### config.mk
export PLATFORM = sky130hd
export DESIGN_NAME = icache
export DESIGN_NICKNAME = d
export VERILOG_FILES = /design/src/rtl/icache.sv
export SDC_FILE = /design/constraint.sdc
export NUM_CORES = 1
export LEC_CHECK = 0
export BUFFER_PORTS_ARGS = -buffer_cell sky130_fd_sc_hd__buf_2
export CORE_MARGIN = 3
export CORE_UTILIZATION = 54
export DETAILED_ROUTE_END_ITERATION = 16
export HOLD_SLACK_MARGIN = 0.1
export PLACE_DENSITY_LB_ADDON = 0.08
export SLEW_MARGIN = 20
export SYNTH_ARGS = -nofsm -noshare
export SYNTH_HDL_FRONTEND = slang
export SYNTH_SLANG_ARGS = --single-unit
### constraint.sdc
create_clock -name clk -period 12.1 [get_ports clk]
set_clock_uncertainty 0.05 [all_clocks]
set_input_delay 1.815 -clock clk [delete_from_list [all_inputs] [get_ports clk]]
set_output_delay 1.815 -clock clk [all_outputs]
set_load 0.02 [all_outputs]
### src/rtl/icache.sv
// Direct-mapped, read-only instruction cache with 4-word (128-bit) blocks.
// A hit returns its word in the same cycle. A miss latches the block address
// and waits in ALLOCATE until memory returns the whole block.
module icache #(
   parameter int unsigned INDEX_W = 3
) (
   input  logic          clk,
   input  logic          rst_n,
   input  logic          proc_read,
   input  logic          proc_write,
   input  logic [29:0]   proc_addr,
   input  logic [31:0]   proc_wdata,
   output logic          proc_stall,
   output logic [31:0]   proc_rdata,
   output logic          mem_read,
   output logic          mem_write,
   output logic [27:0]   mem_addr,
   output logic [127:0]  mem_wdata,
   input  logic [127:0]  mem_rdata,
   input  logic          mem_ready
);

   localparam int unsigned N_BLOCKS = 1 << INDEX_W;
   localparam int unsigned BADDR_W  = 28;
   localparam int unsigned TAG_W    = BADDR_W - INDEX_W;
   localparam int unsigned WORD_W   = 32;
   localparam int unsigned BLOCK_W  = 128;

   typedef enum logic {
      S_COMPARE  = 1'b0,
      S_ALLOCATE = 1'b1
   } state_t;

   state_t               r_state;
   state_t               w_next_state;
   logic [N_BLOCKS-1:0]  r_valid;
   logic [TAG_W-1:0]     r_tag  [N_BLOCKS];
   logic [BLOCK_W-1:0]   r_data [N_BLOCKS];
   logic [BADDR_W-1:0]   r_miss_addr;

   logic [INDEX_W-1:0]   w_index;
   logic [TAG_W-1:0]     w_tag;
   logic [1:0]           w_offset;
   logic                 w_hit;
   logic [WORD_W-1:0]    w_word;
   logic                 w_latch_miss;
   logic                 w_refill;
   logic [INDEX_W-1:0]   w_fill_index;
   logic [TAG_W-1:0]     w_fill_tag;
   logic                 w_unused;

   // Address split and lookup of the currently requested word
   assign w_offset     = proc_addr[1:0];
   assign w_index      = proc_addr[INDEX_W+1:2];
   assign w_tag        = proc_addr[29:INDEX_W+2];
   assign w_hit        = r_valid[w_index] && (r_tag[w_index] == w_tag);
   assign w_word       = r_data[w_index][{w_offset, 5'b00000} +: WORD_W];
   assign w_fill_index = r_miss_addr[INDEX_W-1:0];
   assign w_fill_tag   = r_miss_addr[BADDR_W-1:INDEX_W];

   // Read-only cache: the write port toward memory is permanently idle
   assign mem_write = 1'b0;
   assign mem_wdata = '0;
   assign mem_addr  = r_miss_addr;

   // Processor write path is accepted but has no effect
   assign w_unused = ^{proc_write, proc_wdata};

   // Next-state, stall, read data and memory request decode
   always_comb begin
      w_next_state = r_state;
      w_latch_miss = 1'b0;
      w_refill     = 1'b0;
      proc_stall   = 1'b0;
      proc_rdata   = '0;
      mem_read     = 1'b0;
      case (r_state)
         S_COMPARE: begin
            if (proc_read) begin
               if (w_hit) begin
                  proc_rdata = w_word;
               end else begin
                  proc_stall   = 1'b1;
                  w_latch_miss = 1'b1;
                  w_next_state = S_ALLOCATE;
               end
            end
         end
         S_ALLOCATE: begin
            mem_read   = 1'b1;
            proc_stall = 1'b1;
            if (mem_ready) begin
               w_refill     = 1'b1;
               w_next_state = S_COMPARE;
            end
         end
         default: w_next_state = S_COMPARE;
      endcase
   end

   // State register; reset aborts any refill in flight
   always_ff @(posedge clk or negedge rst_n) begin
      if (!rst_n) r_state <= S_COMPARE;
      else        r_state <= w_next_state;
   end

   // Valid bits and latched miss block address
   always_ff @(posedge clk or negedge rst_n) begin
      if (!rst_n) begin
         r_valid     <= '0;
         r_miss_addr <= '0;
      end else begin
         if (w_latch_miss) r_miss_addr <= proc_addr[29:2];
         if (w_refill)     r_valid[w_fill_index] <= 1'b1;
      end
   end

   // Tag and data arrays carry no reset; valid bits guard their use
   always_ff @(posedge clk) begin
      if (w_refill) begin
         r_tag[w_fill_index]  <= w_fill_tag;
         r_data[w_fill_index] <= mem_rdata;
      end
   end

endmodule

Yosys cells after proc, flatten, opt, wreduce, memory -nomap -nowiden
Memories as Yosys holds them, arrays and structs flattened. Cells that the tools add are included.

Memory bits (writable): 1224. Register bits after elaboration: 37. Input bits: 195. Output and inout bits: 191. Memories: 2. Word-level logic and storage cells: 32.

Memory list: r_data (depth 8, bits a word 128, read ports 1, clocked after Yosys merged registers in 0, write ports 1, line 38) `logic [BLOCK_W-1:0] r_data [N_BLOCKS];`; r_tag (depth 8, bits a word 25, read ports 1, clocked after Yosys merged registers in 0, write ports 1, line 37) `logic [TAG_W-1:0] r_tag [N_BLOCKS];`.

Reduce and logical (&&, ||, !) cells: 2. Eq/ne operators: 1. Multiplexer cells: 18. Magnitude comparators: 3. Shift operators: 1. Bitwise operators: 2.

Operator list (number): $shiftx 128x8->32 (1); $mux 32 (3); $eq 25x25->1 (1); $mux 1 (11); $lt 3x4->1 const B (2); $or 8x8->8 (1); $pmux 1 s2 (2); $bmux 1 s3 (1); $demux 1 s3 (1); $ge 3x1->1 const B (1); $logic_and 1x1->1 (2); $not 1->1 (1).

Logic depth before layout (Yosys ltp)
Depth in word-level cells: 6. Depth in mapped cells: 14. Mapped depth without buffers: 8.

Worst setup path after synthesis
OpenSTA, ideal clock, no wires.

Path kind: in2reg. Start point: input mem_ready. End point: register r_valid[1]. Slack: -1342 ps. Arrival: 13260 ps. Buffers on the path: 0. Required time: 11919 ps. Cell stages on the path: 3. Library setup time: 131 ps. Cells stage by stage: nand3_1 nor3_1 or2_2.

Word-level cells in the longest chain between the ends: 2.

Ends and longest elaborated chain: start: declaration (line 20) `input logic mem_ready`; $mux 1 (line 92) `if (mem_ready) begin`; $mux 1 (line 77) `case (r_state)`; end signal: assignment (line 110) `r_valid <= '0;`; end signal: indexed assignment (line 114) `if (w_refill) r_valid[w_fill_index] <= 1'b1;`; end: declaration (line 36) `logic [N_BLOCKS-1:0] r_valid;`.

Every way passes these cells. A chain may end at the register's enable or synchronous reset.

Final worst setup path
Start point: input proc_addr[4]. End point: output proc_rdata[27].

Word-level cells in the longest chain between the ends: 6. Elaborated cells on any way between the ends: 10. Those cells by class: eq/ne (1); shift (1); mux (5); reduce/logical (1); memory (2).

Ends and longest elaborated chain: start: declaration (line 11) `input logic [29:0] proc_addr,`; parallel branches: the longest is 3 deep, another holds $mem_v2 8x128; $mux 32 * (line 80) `if (w_hit) begin`; $mux 32 * (line 79) `if (proc_read) begin`; $mux 32 * (line 77); end: declaration (line 14) `output logic [31:0] proc_rdata,`.

Every way passes the cells marked *. The select of a mux whose other input is x is not followed.

==> flow_summary.yaml <==
logic_synthesis:
  synth_cells: 2096
  synth_top_area_frac: 0.748
  yosys_register_bits: 1261
  postSynth.asyncResetShare: 0.0293
  synth_cell_types: 44
  yosys_warnings: 0
  synth_edf_count: 1224
  netlist_top_cells_area: "edfxtp_1, mux4_2, buf_4"
  syn-cell-area_um2: 49200
  yosysSeqAreaShare: 0.767
  synth_top_area_cell: "edfxtp_1"
  ys.flop_type: "edfxtp_1"
  postSynthAreaPerCell_um2: 23.5
drt:
  drc_errors: 0
  num_vias: 21700
  postRouteAntennaNets: 0
  finalWirelength_mm: 102
  dr.first_iter.drc_count: 1686
  viasPerCell: 5.90
  drt_pass1_iterations: 7
  wire_per_inst_um: 27.7
power_and_ir_drop:
  swShare: 0.217
  netSwitchingPower_mw: 2.08
  seqPwrFrac: 0.534
  clockPowerShare: 0.395
  p_int_mw: 7.49
  fin_total_pwr_mw: 9.57
  p_comb_frac: 0.070
  ir_drop_mv: 0.151
  power_per_cell_area_nw_per_um2: 173
  p_leak_nw: 18.3
clocking:
  cts_root_buf: "clkbuf_16"
  cts.sinks: 1261
  cts_tree: "done"
  ctsHoldBuffers: 0
  clock_path_buffers: 3
  cts_made_buffers: 132
  insertion_delay_ps: 720
  cts.clk_slew.worst_paths_ps: 60
  post_cts_resized: 0
  htree_levels: 4
  cts_setup_buffers: 0
global_route:
  gr-usage-met3: 0.0510
  antenna_found_initial: 37
  met2_usage: 0.374
  grt_pass1_wl_mm: 151
  grt_max_degree: 116
  grt.met1_usage: 0.286
  busiest_layer: "met2"
  grtUsageTotal: 0.219
  grt_overflow: 0
  grt_pass1_vias: 23000
place:
  place_area_um2: 51200
  dpl.cell_count: 3424
  dp_hpwl_mm: 53.8
  io_buffers: 223
  gp_congestion: 0.722
  post-place-ws_ps: 4040
critical_path:
  crit_path_end_kind: "output pin"
  required_ps: 10230
  critPathMaxFanout: 76
  setup.worst_path.start_class: "input port"
  crit_type: "input port to output pin"
  worstPathArrival_ps: 6070
die:
  die_x_um: 308
  core_um2: 90100
  rows: 110
  initial_core_util: 0.545
  io-pin-count: 386
  die_h_um: 308
  dieArea_um2: 94700
run:
  maxCapViolCount: 0
sta:
  rsz0062_at_grt: "no"
  setup_violations: 0
  relSlewSlack: 0.259
  hold_viol: 0
  worstMarginPinSlew_ps: 1110
  fin_tns_setup_ps: 0
  fin_ws_ps: 4170
  whs_ps: 417
  fmax_mhz: 126
  slew_viol_final: 0
  post-route-period-util: 0.656
  post-route-min-period_ps: 7930
hold_path:
  holdCritPathClass: "flip-flop to flip-flop"
finish:
  area_delta_synth_final_pct: 12.4
  fin_nets: 2577
  finish.utilization: 0.613
  multi_input_area_um2: 10600
  seq_area_um2: 37700
  layout-drive-gt1-share: 0.333
  final_area_um2: 55300
  instances_no_fill: 3673
  fill_cells: 6260
status:
  status: "finished clean"
[power by group through the flow]
stage	combinational, mW	sequential, mW	clock (mW)
2_1_floorplan	0.442	5.24	0
3_3_place_gp	0.680	5.19	0
3_5_place_dp	0.689	5.21	0
4_1_cts	0.691	5.12	3.88
5_1_grt	0.725	5.13	4.06
6_report	0.672	5.12	3.78
[metal layers]
layer	vias up	share of wire
met5	-	0.0012
met4	22	0.021
met3	177	0.055
met2	579	0.53
met1	11700	0.40
li1	9201	-
[cells by family after synthesis]
kind of cell	Yosys count	synth area share
AO/OA/AOI/OAI	29	0.00433
AND/OR/NAND/NOR	91	0.00949
multiplexers	466	0.186
XOR/XNOR	18	0.00321
flip-flops	1261	0.767
buffers and inverters	230	0.0299
other	1	0.0000763
[cells in the final DEF, fill, tap and decap left out, drive strengths merged, types with 6 or more instances in the layout]
| cell | instances |
|---|---|
| conb | 129 |
| nor2 | 41 |
| nand4 | 6 |
| mux2 | 29 |
| a22oi | 14 |
| mux4 | 352 |
| xor2 | 14 |
| bufinv | 7 |
| clkinv | 57 |
| or2 | 8 |
| nand3 | 6 |
| buf | 252 |
| edfxtp | 1224 |
| diode | 12 |
| clkbuf | 162 |
| nand2 | 8 |
| dfrtp | 37 |
| mux2i | 85 |
| inv | 11 |
[critical path, stage by stage]
cell	delay, ps
clkbuf_8	670
buf_4	690
mux2i_1	160
a22oi_1	280
and3_1	200
o2111ai_1	110
or3_1	410
or4_4	500
nand3b_4	600
nor2_1	340
buf_2	210
[state kept, by name (all words and copies together), names as in the netlist]
signal	cells
r_tag	200
r_valid	8
r_data	1024
mem_addr	28
r_state	1
[area by class of cell]
cell class / count / share of cell area
flip-flops and latches: 1261 / 0.682
multi-input cells: 733 / 0.191
clock buffers: 161 / 0.0631
well taps: 1176 / 0.0266
repair buffers: 253 / 0.0262
clock inverters: 76 / 0.0105
diodes: 12 / 0.000544
inverters: 1 / 0.0000679
[cell usage after synthesis (2+ instances only)]
cell type and number:
a21oi_1 5, xor2_1 14, clkbuf_1 32, nand2b_1 4
mux2i_1 85, mux4_2 346, o22a_1 2, or2_2 8
edfxtp_1 1224, nand3b_1 4, buf_4 133, xnor2_1 4
nand3_1 5, buf_2 33, nor2b_1 2, dfrtp_1 37
buf_6 5, nand4_1 6, mux2_2 20, buf_1 23
and3_1 5, mux2_4 9, a22o_1 2, nor2_1 41
mux4_1 6, a22oi_1 14, nor3_1 2, nand2_1 8
a221oi_1 2
[worst paths after layout]
| check | start | end | slack [ps] | cells after the start |
|---|---|---|---|---|
| min in group asynchronous | rst_n | mem_addr[6] | 1220 | 1 |
| max in group asynchronous | rst_n | mem_addr[12] | 10180 | 1 |
| min reg2reg | r_valid[6] | r_valid[6] | 420 | 1 |
| min | r_valid[6] | r_valid[6] | 420 | 1 |
| max | proc_addr[4] | proc_rdata[27] | 4170 | 11 |
| max reg2reg | r_tag[3][6] | mem_addr[14] | 8430 | 8 |
Note: power is estimated with default switching activity, not from simulation.
